[src/rtl/ntt_host_sequencer_pkg.sv]
// Shared definitions for the NTT1024 host sequencer: core opcodes and default sizing.
package ntt_host_sequencer_pkg;

   typedef enum logic [4:0] {
      OP_NOP        = 5'b00000,
      OP_LOAD_PARAM = 5'b00001,
      OP_LOAD_W     = 5'b00010,
      OP_LOAD_DATA  = 5'b00011,
      OP_NTT        = 5'b00100,
      OP_INTT       = 5'b00111,
      OP_READ_INTT  = 5'b01000,
      OP_PWMUL      = 5'b01010,
      OP_READ       = 5'b01011
   } opcode_e;

   localparam int SEQ_DW       = 32;
   localparam int SEQ_OPW      = 5;
   localparam int SEQ_LENW     = 13;
   localparam int SEQ_WAIT_MAX = 65535;
   localparam int WD_W         = 16;

endpackage

[src/rtl/ntt_seq_counter.sv]
// Loadable down-counter with a zero flag; decrements saturate at zero.
module ntt_seq_counter #(
   parameter int W = 13
) (
   input  logic         clk_i,
   input  logic         rst_i,
   input  logic         load_i,
   input  logic [W-1:0] load_val_i,
   input  logic         dec_i,
   output logic [W-1:0] count_o,
   output logic         zero_o
);

   logic [W-1:0] count_q, count_d;

   always_comb begin
      count_d = count_q;
      if (load_i) begin
         count_d = load_val_i;
      end else if (dec_i && (count_q != '0)) begin
         count_d = count_q - 1'b1;
      end
   end

   always_ff @(posedge clk_i or posedge rst_i) begin
      if (rst_i) begin
         count_q <= '0;
      end else begin
         count_q <= count_d;
      end
   end

   assign count_o = count_q;
   assign zero_o  = (count_q == '0);

endmodule

[src/rtl/ntt_host_sequencer.sv]
// Host-port sequencer for the NTT1024 core: turns queued commands into the
// opcode pulse / burst / idle gap / done-wait cycle pattern the core consumes.
module ntt_host_sequencer
   import ntt_host_sequencer_pkg::*;
#(
   parameter int DW       = SEQ_DW,
   parameter int OPW      = SEQ_OPW,
   parameter int LENW     = SEQ_LENW,
   parameter int WAIT_MAX = SEQ_WAIT_MAX
) (
   input  logic            clk,
   input  logic            reset,
   input  logic            cmd_valid,
   output logic            cmd_ready,
   input  logic [OPW-1:0]  cmd_op,
   input  logic [LENW-1:0] cmd_len,
   input  logic            cmd_strobe,
   input  logic            cmd_wait,
   input  logic            s_valid,
   output logic            s_ready,
   input  logic [DW-1:0]   s_data,
   output logic [OPW-1:0]  OP_CODE,
   output logic            din_valid,
   output logic [DW-1:0]   din0,
   input  logic            done,
   output logic            busy,
   output logic            timeout
);

   typedef enum logic [2:0] {
      S_IDLE,
      S_OP,
      S_STREAM,
      S_GAP,
      S_WAIT
   } state_e;

   state_e           state_q, state_d;
   logic             strobe_q, strobe_d;
   logic             wait_q, wait_d;
   logic             done_seen_q, done_seen_d;
   logic             timeout_q, timeout_d;
   logic             cmd_ready_q, cmd_ready_d;
   logic             s_ready_q, s_ready_d;
   logic             din_valid_q, din_valid_d;
   logic [OPW-1:0]   op_code_q, op_code_d;
   logic [DW-1:0]    din0_q, din0_d;

   logic             accept;
   logic             in_burst;
   logic             feed;
   logic [LENW-1:0]  burst_cnt;
   logic [LENW-1:0]  burst_next;
   logic             burst_zero;
   logic             wd_load;
   logic             wd_dec;
   logic [WD_W-1:0]  wd_cnt;
   logic             wd_zero;
   logic             unused_wd_bits;

   // The output registers run one cycle behind the load decision: a word
   // taken during OP/STREAM appears on din0 in the following cycle.
   assign accept   = (state_q == S_IDLE) && cmd_ready_q && cmd_valid;
   assign in_burst = (state_q == S_OP) || (state_q == S_STREAM);
   assign feed     = in_burst && !burst_zero && (strobe_q || (s_valid && s_ready_q));

   always_comb begin
      burst_next = burst_cnt;
      if (accept) begin
         burst_next = cmd_len;
      end else if (feed) begin
         burst_next = burst_cnt - 1'b1;
      end
   end

   assign wd_load = (state_q == S_GAP) && wait_q;
   assign wd_dec  = (state_q == S_WAIT);

   ntt_seq_counter #(.W(LENW)) u_burst_cnt (
      .clk_i      (clk),
      .rst_i      (reset),
      .load_i     (accept),
      .load_val_i (cmd_len),
      .dec_i      (feed),
      .count_o    (burst_cnt),
      .zero_o     (burst_zero)
   );

   ntt_seq_counter #(.W(WD_W)) u_watchdog (
      .clk_i      (clk),
      .rst_i      (reset),
      .load_i     (wd_load),
      .load_val_i (WD_W'(WAIT_MAX - 1)),
      .dec_i      (wd_dec),
      .count_o    (wd_cnt),
      .zero_o     (wd_zero)
   );

   assign unused_wd_bits = ^wd_cnt;

   always_comb begin
      state_d     = state_q;
      strobe_d    = strobe_q;
      wait_d      = wait_q;
      done_seen_d = done_seen_q;
      timeout_d   = timeout_q;
      op_code_d   = OPW'(OP_NOP);
      din_valid_d = 1'b0;
      din0_d      = '0;

      if ((state_q != S_IDLE) && done) begin
         done_seen_d = 1'b1;
      end

      case (state_q)
         S_IDLE: begin
            if (accept) begin
               state_d     = S_OP;
               strobe_d    = cmd_strobe;
               wait_d      = cmd_wait;
               done_seen_d = 1'b0;
               timeout_d   = 1'b0;
               op_code_d   = cmd_op;
               din_valid_d = cmd_strobe;
            end
         end
         S_OP:     state_d = burst_zero ? S_GAP : S_STREAM;
         S_STREAM: if (burst_zero) state_d = S_GAP;
         S_GAP:    state_d = wait_q ? S_WAIT : S_IDLE;
         S_WAIT: begin
            if (done_seen_q || done) begin
               state_d = S_IDLE;
            end else if (wd_zero) begin
               timeout_d = 1'b1;
               state_d   = S_IDLE;
            end
         end
         default:  state_d = S_IDLE;
      endcase

      if (feed) begin
         din_valid_d = 1'b1;
         din0_d      = strobe_q ? '0 : s_data;
      end

      cmd_ready_d = (state_d == S_IDLE);
      s_ready_d   = ((state_d == S_OP) || (state_d == S_STREAM)) && !strobe_d &&
                    (burst_next != '0);
   end

   always_ff @(posedge clk or posedge reset) begin
      if (reset) begin
         state_q     <= S_IDLE;
         strobe_q    <= 1'b0;
         wait_q      <= 1'b0;
         done_seen_q <= 1'b0;
         timeout_q   <= 1'b0;
         cmd_ready_q <= 1'b0;
         s_ready_q   <= 1'b0;
         din_valid_q <= 1'b0;
         op_code_q   <= '0;
         din0_q      <= '0;
      end else begin
         state_q     <= state_d;
         strobe_q    <= strobe_d;
         wait_q      <= wait_d;
         done_seen_q <= done_seen_d;
         timeout_q   <= timeout_d;
         cmd_ready_q <= cmd_ready_d;
         s_ready_q   <= s_ready_d;
         din_valid_q <= din_valid_d;
         op_code_q   <= op_code_d;
         din0_q      <= din0_d;
      end
   end

   assign cmd_ready = cmd_ready_q;
   assign s_ready   = s_ready_q;
   assign OP_CODE   = op_code_q;
   assign din_valid = din_valid_q;
   assign din0      = din0_q;
   assign busy      = (state_q != S_IDLE);
   assign timeout   = timeout_q;

endmodule

[config.mk]
export PLATFORM = sky130hd
export DESIGN_NAME = ntt_host_sequencer
export DESIGN_NICKNAME = d
export VERILOG_FILES = /design/src/rtl/ntt_host_sequencer_pkg.sv /design/src/rtl/ntt_seq_counter.sv /design/src/rtl/ntt_host_sequencer.sv
export SDC_FILE = /design/constraint.sdc
export NUM_CORES = 1
export LEC_CHECK = 0
export CAP_MARGIN = 20
export CORE_MARGIN = 2
export CORE_UTILIZATION = 30
export DETAILED_ROUTE_END_ITERATION = 7
export GPL_ROUTABILITY_DRIVEN = 0
export GPL_TIMING_DRIVEN = 1
export HOLD_SLACK_MARGIN = 0.1
export SYNTH_ARGS = -nofsm -noshare
export SYNTH_HDL_FRONTEND = slang
export SYNTH_SLANG_ARGS = --single-unit
[constraint.sdc]
create_clock -name clk -period 3.46 [get_ports clk]
set_clock_uncertainty 0.05 [all_clocks]
set_input_delay 0.346 -clock clk [delete_from_list [all_inputs] [get_ports clk]]
set_output_delay 0.346 -clock clk [all_outputs]
set_load 0.01 [all_outputs]
### After elaboration in Yosys (flattened, before gate mapping)

Cells that the tools add are included.

* flip-flop bits (word level): 76
* bits of input ports: 57
* output and inout bits: 42
* logic and storage cells: 82

* $add $sub $neg: 2
* equality and inequality tests: 9
* mux-type cells: 29
* reduce and logical (&&, ||, !) cells: 30

Operator list (count)
* 32-bit 2-to-1 mux: 2
* 13-bit 2-to-1 mux: 4
* 16-bit 2-to-1 mux: 2
* 13-bit nonzero test: 2
* 16-bit logical NOT: 1
* 16-bit nonzero test: 1
* 16-bit by 1-bit subtractor with 16-bit output (second input constant): 1
* 3-bit 2-to-1 mux: 5
* 3-bit one-hot mux with 5 select lines: 1
* 13-bit logical NOT: 1
* 13-bit by 1-bit subtractor with 13-bit output (second input constant): 1
* 1-bit 2-to-1 mux: 12
* 1-bit logical AND: 11
* 5-bit 2-to-1 mux: 2
* 3-bit by 2-bit == test with 1-bit output (second input constant): 3
* 3-bit by 1-bit == test with 1-bit output (second input constant): 2
* 3-bit logical NOT: 2
* 2-bit != test (second input constant): 3
* 2-bit nonzero test: 3
* 1-bit logical OR: 4
* 4-bit AND reduction: 1
* 3-bit == test (second input constant): 1
* 3-bit nonzero test: 1
* 1-bit logical NOT: 2
* other kinds (2): 2

### Depth between registers and ports, before layout

Gate-level depths: netlist of the first run.

* depth after elaboration: 9
* gate-level depth with buffers: 9
* mapped depth without buffers: 8

### Hierarchy

Synthesis of the first run repeated with hierarchy kept, for this count alone.

* cells, all modules: 384
* area total of the unflattened synthesis: 3907.5 µm²

By module, submodules not included
* ntt_host_sequencer: instances 1, cells each 169, area an instance 1945.6 µm², seq. area each 1176.1 µm²
* ntt_seq_counter at u_watchdog: instances 1, cells each 123, area an instance 1057.3 µm², seq. area each 400.4 µm²
* ntt_seq_counter at u_burst_cnt: instances 1, cells each 92, area an instance 904.6 µm², seq. area each 325.3 µm²

### Worst setup path after synthesis of the first run

Ideal clock, no wire load.

* kind: register to register
* start: register u_burst_cnt.count_q[0] (netlist: u_burst_cnt.count_o[0])
* end: register s_ready_q (netlist: s_ready)
* library setup time: 0.134 ns
* data arrival time: 2.265 ns
* data required time: 3.276 ns
* path slack: 1.011 ns
* stages on the path, launching flop included: 10
* buffers on the path: 1
* period minus slack after synthesis: 2.449 ns
* cells stage by stage: dfrtp_1 -> inv_1 -> ha_1 -> or3b_2 -> nor4_4 -> buf_6 -> a211oi_2 -> a211o_1 -> nor4_2 -> a31oi_1

* longest elaborated chain between the ends: 8
* elaborated cells between the ends (all ways): 16
* those cells by class: add/sub (1); eq/ne (2); mux (5); reduce/logical (8)

RTL lines
* start, declared: line ntt_seq_counter.sv:14 `logic [W-1:0] count_q, count_d;`
* start signal, assigned: line ntt_seq_counter.sv:29 `count_q <= count_d;`
* branches (longest 7 deep; another with 13-bit by 1-bit subtractor with 13-bit output)
* 1-bit logical AND *: line ntt_host_sequencer.sv:147 `s_ready_d = ((state_d == S_OP) || (state_d == S_STREAM)) && !strobe_d &&`
* via s_ready_d: line ntt_host_sequencer.sv:44 `logic s_ready_q, s_ready_d;`
* end signal, assigned: line ntt_host_sequencer.sv:170 `s_ready_q <= s_ready_d;`
* end, declared: line ntt_host_sequencer.sv:44

Mark *: on every way through the listed nets, which the timed path passes.
A chain may end at the register's enable or synchronous reset.

### Worst setup path after layout of the first run

Ends and elaborated chain as after synthesis.

==> metrics.cfg, run 1 <==
[job]
maxCapViolCount = 0

[sta]
final.period_utilization_pct = 84.1
finalWorstPathRequiredPeriod_ps = 2910
report.final.slew_viol_count = 0
slew_headroom_pct = 50.2
report.final.hold_viol_count = 0
tightestPinTransition_ps = 740
fmax_mhz = 343
unrepaired_setup_endpoints_after_global_routing = false
layout_setup_ws_ps = 549
setup_viol = 0
tns_ps = 0

[clock_network]
cts_max_path_buffers = 2
tritoncts = done
cts_num_sinks = 76
insertion_delay_ps = 330
cts-resized-gates = 0
numCtsBuffers = 9
holdBufCountCts = 0
h-tree-depth = 3
clock-root-buffer = sky130_fd_sc_hd__clkbuf_16
cts_post_setup_buffers_inserted = 0
cts.clk_slew.worst_paths_ps = 70

[placement]
port_buffers = 98
dp_slack_ps = 630
dpl.cell_count = 545
detailed_place_hpwl_microns = 6090

[cells_and_area]
sequential_cell_area_sq_mm = 0.00190
layout.cells.non_filler = 561
area.growth.synth_to_final_pct = 42.5
multi_input_area_sq_mm = 0.00139
drive_gt1_share_pct = 7.36
final.fill_count = 1063
diodes = 0
layout.nets = 475

[synthesis]
synth_enable_flop_cells = 0
async_flop_share_pct = 100
post_synthesis_cell_type_count = 53
post_synth_fa_ha_maj_area_fraction_pct = 0.740
synth_top_flop_cell = sky130_fd_sc_hd__dfrtp_1
synthMuxAreaShare_pct = 0.592
synth.ff_latch_count = 76
synth_compound_area_share_pct = 10.6
synth-simple-area-share_pct = 27.0
synth-xor-area-share_pct = 2.07
synthesis.nets = 377
yosysWarningCount = 0
synthesis.area_sq_mm = 0.00338
ys_seq_area_share_pct = 56.2
synth_top_family_by_area = simple AND/OR/NAND/NOR gates
synth_cells = 318
syn_avg_cell_area_sq_um = 10.6

[worst_hold_path]
min-delay-path-class = input port to asynchronous set/reset pin

[pwr]
leakage_nw = 1.99
power-per-cell-area_mw_per_mm2 = 796
vdd_ir_drop_max_mv = 0.295

[die]
initial_utilization_pct = 30.9
dieWidth_microns = 110
placement_rows = 38
chipHeight_microns = 110
coreArea_sq_mm = 0.0109
io_pins = 99
die-area_sq_mm = 0.0121

[routing]
drt_iter0_drc = 115
drtAntennaViolNets = 0
route.detailed.vias_per_inst = 5.05
detail_route.wl_per_cell_microns = 15.1
via_count = 2832
drt-total-wl_microns = 8460
number_of_iterations_in_the_first_detailed_routing_pass = 5
drc = 0

[status]
outcome = finished clean

[worst_setup_path]
criticalPathCategory = flop to flop
rr_endpoint = s_ready$_DFF_PP0_
regToRegSetupSlack_ps = 550
timing.rr.start = u_burst_cnt.count_o[0]$_DFFE_PP0P_
worst_setup_path_start_kind = flop
worstSetupEndpointType = flop
worstPathMaxFanout = 11
worst-r2r-cell-count = 8
worst-endpoint-required_ps = 3610
worst-endpoint-arrival_ps = 3060

[global_routing]
antenna_violations_before_repair = 0
grt_first_pass_wirelength_microns = 13800
grt_start_max_net_pins = 44
via_count_of_the_first_global_routing_pass = 2840
track_usage_pct = 14.6
global_route.overflow_total = 0

## synthesized netlist by cell type (all sizes together) (2+ instances only)
master,n,area share [%]
dfrtp,76,56
and2,37,6.8
nand2,28,3.2
nor2,22,2.4
nand3,14,2.4
nor4,12,2.8
or4,12,2.9
clkbuf,10,1.1
o21ai,10,1.5
o31ai,9,2.0
or3,9,1.7
inv,8,0.89
nor3,7,1.0
a31oi,6,1.1
xor2,6,1.6
a21oi,5,0.74
o211ai,5,1.1
buf,4,0.78
nand4,4,0.74
nor3b,3,0.81
ha,2,0.74
mux2i,2,0.59
o2bb2ai,2,0.52
o41ai,2,0.52
xnor2,2,0.52
## final cells by class
type / count / area share [%]
repair buffers: 101 / 21.1
multi-input cells: 220 / 28.8
well taps: 140 / 3.63
inverters: 8 / 0.623
clock inverters: 6 / 1.45
clock buffers: 10 / 4.96
flip-flops and latches: 76 / 39.5
## state kept, by name, summed over array words and instances, names as in the netlist, 3 cells and up
name,flops
OP_CODE,5
din0,32
state_q,3
u_burst_cnt.count_o,13
u_watchdog.count_o,16
## cell families after synthesis
logic type	count (synthesis)
compound gates	51
xor+xnor	8
fa+ha+maj	2
buf+inv	22
flops	76
mux	2
simple gates	157
## layer usage
| metal | global-route usage, % | vias to the layer above | routed length, microns |
|---|---|---|---|
| li1 | - | 1342 | - |
| met1 | 19.4 | 1333 | 3620 |
| met2 | 21.2 | 140 | 3760 |
| met3 | 6.35 | 17 | 907 |
| met4 | 5.36 | 0 | 171 |
| met5 | 0 | - | 0 |
## cells in the final DEF, fill, tap and decap left out, types with 2 or more instances in the layout
| cell | count |
|---|---|
| sky130_fd_sc_hd__inv_1 | 7 |
| sky130_fd_sc_hd__or3_1 | 9 |
| sky130_fd_sc_hd__nand4_1 | 4 |
| sky130_fd_sc_hd__ha_1 | 2 |
| sky130_fd_sc_hd__buf_4 | 2 |
| sky130_fd_sc_hd__nand3_1 | 12 |
| sky130_fd_sc_hd__o2bb2ai_1 | 2 |
| sky130_fd_sc_hd__nor3b_1 | 2 |
| sky130_fd_sc_hd__a31oi_1 | 6 |
| sky130_fd_sc_hd__clkinvlp_4 | 3 |
| sky130_fd_sc_hd__or4_1 | 10 |
| sky130_fd_sc_hd__nand3_2 | 2 |
| sky130_fd_sc_hd__o21ai_0 | 10 |
| sky130_fd_sc_hd__mux2i_1 | 2 |
| sky130_fd_sc_hd__dfrtp_1 | 76 |
| sky130_fd_sc_hd__or4_4 | 2 |
| sky130_fd_sc_hd__nand2_1 | 27 |
| sky130_fd_sc_hd__nor3_1 | 7 |
| sky130_fd_sc_hd__xor2_1 | 6 |
| sky130_fd_sc_hd__nor2_1 | 22 |
| sky130_fd_sc_hd__clkbuf_16 | 9 |
| sky130_fd_sc_hd__o211ai_1 | 5 |
| sky130_fd_sc_hd__xnor2_1 | 2 |
| sky130_fd_sc_hd__o31ai_1 | 9 |
| sky130_fd_sc_hd__nor4_1 | 10 |
| sky130_fd_sc_hd__o41ai_1 | 2 |
| sky130_fd_sc_hd__inv_6 | 2 |
| sky130_fd_sc_hd__a21oi_1 | 5 |
| sky130_fd_sc_hd__and2_1 | 37 |
| sky130_fd_sc_hd__clkdlybuf4s50_1 | 98 |
## stage by stage
step / util (%) / cell area (sq um) / total power, mW / hold WS, ps
after global routing: 44.1 / 4820 / 4.09 / 467
final: 44.1 / 4820 / 3.84 / 402
after global placement: 41.2 / 4510 / 2.85 / 431
after CTS: 44.1 / 4820 / 3.87 / 436
after floorplan: - / 3380 / 2.28 / 401
after detailed placement: 41.2 / 4510 / 2.88 / 432
## worst max path at each step
stage	startpoint	endpoint	slack, ps	depth (start not counted)
final	u_burst_cnt.count_o[0]$_DFFE_PP0P_	s_ready$_DFF_PP0_	550	8
after global routing	u_burst_cnt.count_o[0]$_DFFE_PP0P_	s_ready$_DFF_PP0_	390	8
after CTS	u_burst_cnt.count_o[0]$_DFFE_PP0P_	s_ready$_DFF_PP0_	620	8
after detailed placement	u_burst_cnt.count_o[0]$_DFFE_PP0P_	s_ready$_DFF_PP0_	630	8
after global placement	u_burst_cnt.count_o[0]$_DFFE_PP0P_	s_ready$_DFF_PP0_	790	8
after floorplan	u_burst_cnt.count_o[0]$_DFFE_PP0P_	s_ready$_DFF_PP0_	1010	9
## power by group
part	total [mW]	switching (mW)	leakage, nW	internal (mW)
registers	1.50	0.295	0.975	1.21
clock network	0.964	0.380	0.142	0.583
logic	1.37	0.706	0.872	0.661
## worst max-delay path: stages (launching register included)
cell	delay (ps)
sky130_fd_sc_hd__dfrtp_1	440
sky130_fd_sc_hd__inv_1	140
sky130_fd_sc_hd__ha_1	230
sky130_fd_sc_hd__or3b_2	530
sky130_fd_sc_hd__nor4_4	600
sky130_fd_sc_hd__nor2_1	180
sky130_fd_sc_hd__a221o_1	370
sky130_fd_sc_hd__nor4_2	140
sky130_fd_sc_hd__a31oi_1	110
No activity file was read; power rests on OpenSTA's default activity.
==> run 2, diff against run 1 <==
clock period = 2.5 ns   (was 3.46 ns; I/O delays follow)
==> run 2 against run 1 <==
  * Register-to-register slack worse by 480 ps
  * Core utilization up 2.4 points
  * Combinational power up 66%
  * Worst hold slack worse by 180 ps
  * Largest cell class unchanged
  * Highest routed layer unchanged
==> metrics.cfg, run 2 (synthesis results as in run 1) <==
[worst_setup_path]
worstPathMaxFanout = 6
worst-endpoint-arrival_ps = 2580
critical_path.n_buffers_inverters = 2
critical_path.max_stage_delay_ps = 570
worst_path_max_delay_cell = sky130_fd_sc_hd__or4_4
regToRegSetupSlack_ps = 70
criticalPathCategory = flop to flop
worst_setup_path_start_kind = flop
cpLargestDelayFamily = simple AND/OR/NAND/NOR gates
timing.critical_path.cells = or4_4 -> or4_4 -> nand4bb_1 -> buf_4 -> buf_4 -> nand3_2 -> nor3_1 -> mux2i_1
worstSetupEndpointType = flop
worst-endpoint-required_ps = 2650

[pwr]
vdd_ir_drop_max_mv = 0.489
share_clk_of_total_power_pct = 23.6
power-per-cell-area_mw_per_mm2 = 1110
netSwitchingFraction_pct = 35.3
combPwrFrac_pct = 40.5
internal_power_mw = 3.64
leakage_nw = 2.14
power.sequential.fraction_pct = 35.9
power.net_switching_mw = 1.99

[cells_and_area]
final_core_util_pct = 46.5
final_area_sq_mm = 0.00508
diodes = 0
area.growth.synth_to_final_pct = 50.3
layout_common_cells = sky130_fd_sc_hd__clkdlybuf4s50_1, sky130_fd_sc_hd__dfrtp_1, sky130_fd_sc_hd__and2_1
largest_register_ffs = 32
drive_gt1_share_pct = 14.4
layout.nets = 506
leading_cell_type_in_the_layout_fill_and_taps_excluded = sky130_fd_sc_hd__clkdlybuf4s50_1

[sta]
setup_viol = 0
report.final.slew_viol_count = 0
tightestPinTransition_ps = 605
tns_ps = 0
report.final.hold_viol_count = 0
final.period_utilization_pct = 97.2
fmax_mhz = 412
finalWorstPathRequiredPeriod_ps = 2430
slew_headroom_pct = 59.4

[clock_network]
numCtsBuffers = 9
h-tree-depth = 3
clock-root-buffer = sky130_fd_sc_hd__clkbuf_16
holdBufCountCts = 0
cts_max_path_buffers = 2
insertion_delay_ps = 330
cts_num_sinks = 76
cts.clk_slew.worst_paths_ps = 60
tritoncts = done

[die]
chipHeight_microns = 110
placement_rows = 38
io_pins = 99
dieWidth_microns = 110
initial_utilization_pct = 30.9
coreArea_sq_mm = 0.0109
die-area_sq_mm = 0.0121

[worst_hold_path]
min-delay-path-class = input port to asynchronous set/reset pin

[global_routing]
antenna_violations_before_repair = 0
track_usage_pct = 15.4
global_route.overflow_total = 0
grt_first_pass_wirelength_microns = 14400
grt_start_max_net_pins = 43
via_count_of_the_first_global_routing_pass = 2907

[routing]
number_of_iterations_in_the_first_detailed_routing_pass = 4
drc = 0
drtAntennaViolNets = 0
via_count = 2942
route.detailed.vias_per_inst = 4.97
drt_iter0_drc = 133
detail_route.wl_per_cell_microns = 14.8
drt-total-wl_microns = 8760

[placement]
detailed_place_hpwl_microns = 6480
port_buffers = 98
dpl-instance-area_sq_mm = 0.00473

[job]
maxCapViolCount = 0

[status]
outcome = finished clean

-- run 2: worst paths after layout --
check,from,end,cells past startpoint
worst max-delay path,u_watchdog.count_o[6]$_DFFE_PP0P_,u_watchdog.count_o[14]$_DFFE_PP0P_,8
min in group clk,cmd_wait,wait_q$_DFFE_PP0P_,3
worst max register to register,u_watchdog.count_o[6]$_DFFE_PP0P_,u_watchdog.count_o[14]$_DFFE_PP0P_,8
worst min-delay path,reset,din0[27]$_DFF_PP0_,2
worst min register to register,timeout$_DFFE_PP0P_,timeout$_DFFE_PP0P_,2
max in group asynchronous,reset,timeout$_DFFE_PP0P_,3
-- run 2: final cells by class --
type | instances | area [sq um]
well taps | 140 | 175
repair buffers | 132 | 1260
clock inverters | 6 | 70.1
inverters | 8 | 30.0
multi-input cells | 220 | 1410
clock buffers | 10 | 239
fillers | 1052 | 5850
flip-flops and latches | 76 | 1900
-- run 2: repair_timing --
item / in CTS / in global routing
setup buffers: 0 / 3
endpoints found under the setup margin: 0 / 2
gates resized for setup: 0 / 5
-- run 2: power groups by stage --
stage / sequential [mW] / clock (mW) / combinational (mW)
floorplan: 2.07 / 0 / 1.09
global placement: 2.02 / 0 / 2.22
detailed placement: 2.03 / 0 / 2.23
CTS: 2.01 / 1.37 / 2.25
global route: 2.08 / 1.42 / 2.51
finish: 2.02 / 1.33 / 2.28
-- run 2: per-stage QoR --
| step | hold slack, ps | instances | power, mW | worst slack [ps] |
|---|---|---|---|---|
| 3_5_place_dp | 433 | 573 | 4.26 | 62.3 |
| 2_1_floorplan | 305 | 318 | 3.16 | 51.4 |
| 6_report | 223 | 592 | 5.62 | 70.7 |
| 4_1_cts | 232 | 589 | 5.63 | 49.2 |
| 3_3_place_gp | 428 | 573 | 4.24 | 85.7 |
| 5_1_grt | 269 | 592 | 6.01 | -4.91 |
-- run 2: metal layers --
layer  GRT usage [%]  up-vias  wire length, microns
met5               0        -                     0
met4            6.52        0                   161
met3            5.06       12                   721
met2            22.8      112                  3920
met1            20.7     1413                  3960
li1                -     1405                     -
==> run 3, diff against run 2 <==
PLACE_DENSITY_LB_ADDON = 0.05   (was not set)
==> run 3 against run 2 <==
  * Clock-buffer cell count is the same
  * Cell count up 0.17%
  * Combinational power is 3% higher
==> metrics.cfg, run 3 (synthesis results as in run 1) <==
[worst_hold_path]
min-delay-path-class = input port to asynchronous set/reset pin

[clock_network]
h-tree-depth = 3
tritoncts = done
clock-root-buffer = sky130_fd_sc_hd__clkbuf_16
insertion_delay_ps = 340
cts_max_path_buffers = 2
cts.clk_slew.worst_paths_ps = 60
cts_num_sinks = 76
numCtsBuffers = 9

[cells_and_area]
leading_cell_type_in_the_layout_fill_and_taps_excluded = sky130_fd_sc_hd__clkdlybuf4s50_1
sequential_cell_area_sq_mm = 0.00190
layout.nets = 507
final.fill_count = 1065
layout_common_cells = sky130_fd_sc_hd__clkdlybuf4s50_1, sky130_fd_sc_hd__dfrtp_1, sky130_fd_sc_hd__and2_1
layout.cells.non_filler = 593
final_core_util_pct = 47.1
diodes = 0
area.growth.synth_to_final_pct = 52.3
largest_register_ffs = 32
multi_input_area_sq_mm = 0.00147
drive_gt1_share_pct = 16.6

[worst_setup_path]
worst_setup_path_start_kind = flop
worst-endpoint-required_ps = 2660
worstSetupPathDepth = 8
critical_path.n_buffers_inverters = 2
regToRegSetupSlack_ps = 80
worstPathMaxFanout = 5
worst-endpoint-arrival_ps = 2580
cpLargestDelayFamily = simple AND/OR/NAND/NOR gates
worstSetupEndpointType = flop
worst_path_max_delay_cell = sky130_fd_sc_hd__or4_1
critical_path.max_stage_delay_ps = 570
setup.worst_path.end = s_ready$_DFF_PP0_
timing.rr.start = u_burst_cnt.count_o[0]$_DFFE_PP0P_
timing.critical_path.cells = buf_4 -> buf_4 -> or4_1 -> o31a_1 -> o211ai_1 -> o211ai_1 -> nor4_2 -> a31oi_1
rr_endpoint = s_ready$_DFF_PP0_
criticalPathCategory = flop to flop
worst_setup_path_startpoint = u_burst_cnt.count_o[0]$_DFFE_PP0P_
worst-r2r-cell-count = 8

[status]
outcome = finished clean

[placement]
dpl.cell_count = 573
dp_slack_ps = -68.5
detailed_place_hpwl_microns = 6590
port_buffers = 98

[die]
coreArea_sq_mm = 0.0109
placement_rows = 38
initial_utilization_pct = 30.9
dieWidth_microns = 110
io_pins = 99
die-area_sq_mm = 0.0121
chipHeight_microns = 110

[routing]
drt_iter0_drc = 112
route.detailed.vias_per_inst = 4.96
via_count = 2943
detail_route.wl_per_cell_microns = 15.6
number_of_iterations_in_the_first_detailed_routing_pass = 4
drc = 0
drtAntennaViolNets = 0
drt-total-wl_microns = 9280

[sta]
finalWorstPathRequiredPeriod_ps = 2420
layout_setup_ws_ps = 76.8
fmax_mhz = 413
report.final.slew_viol_count = 0
slew_headroom_pct = 62.2
setup_viol = 0
report.final.hold_viol_count = 0
final.period_utilization_pct = 96.9
tightestPinTransition_ps = 561

[global_routing]
grt_start_max_net_pins = 34
global_route.overflow_total = 0
grt_first_pass_wirelength_microns = 15000
via_count_of_the_first_global_routing_pass = 2936
antenna_violations_before_repair = 0
track_usage_pct = 16.5

[pwr]
power-per-cell-area_mw_per_mm2 = 1110
post-layout-total-power_mw = 5.73
leakage_nw = 2.18
vdd_ir_drop_max_mv = 0.565

[job]
maxCapViolCount = 0

-- run 3: worst min-delay path by stage --
stage	start	to	slack, ps	depth (start not counted)
2_1_floorplan	cmd_wait	wait_q$_DFFE_PP0P_	310	2
3_3_place_gp	timeout$_DFFE_PP0P_	timeout$_DFFE_PP0P_	430	2
3_5_place_dp	timeout$_DFFE_PP0P_	timeout$_DFFE_PP0P_	430	2
4_1_cts	reset	din0[14]$_DFF_PP0_	210	2
5_1_grt	reset	din0[14]$_DFF_PP0_	240	2
6_report	reset	din0[13]$_DFF_PP0_	200	2
-- run 3: report_power, final --
group | switching, mW | internal, mW
Sequential | 0.354 | 1.67
Clock | 0.546 | 0.807
Combinational | 1.16 | 1.18
Total | 2.06 | 3.67
-- run 3: area by class of cell --
type	count	share of cell area [%]
sequential	76	36.9
inverter	8	0.583
tap	140	3.40
multi-input combinational	220	28.5
timing repair buffer	133	24.6
clock buffer	10	4.64
clock inverter	6	1.34
-- run 3: repair_timing --
action,4_1_cts,5_1_grt
hold buffers,0,0
buffers inserted,1,3
hold endpoints to repair,0,0
pin swaps,1,6
resized for setup,2,13
gates cloned,0,0
endpoints found under the setup margin,1,8
-- run 3: metrics by stage --
step                      instance area (sq um)  TNS (ps)  hold WS, ps
after global placement                     4740         0          431
after floorplan                            3380         0          305
final                                      5150         0          199
after global routing                       5150     -15.5          241
after detailed placement                   4740     -68.5          434
after CTS                                  5060         0          209
-- run 3: per-layer routing --
layer,vias to the layer above,share of wire [%],global-route usage [%]
li1,1405,-,-
met1,1400,44,21.4
met2,128,43,22.9
met3,10,11,9.41
met4,0,1.4,5.36
met5,-,0,0
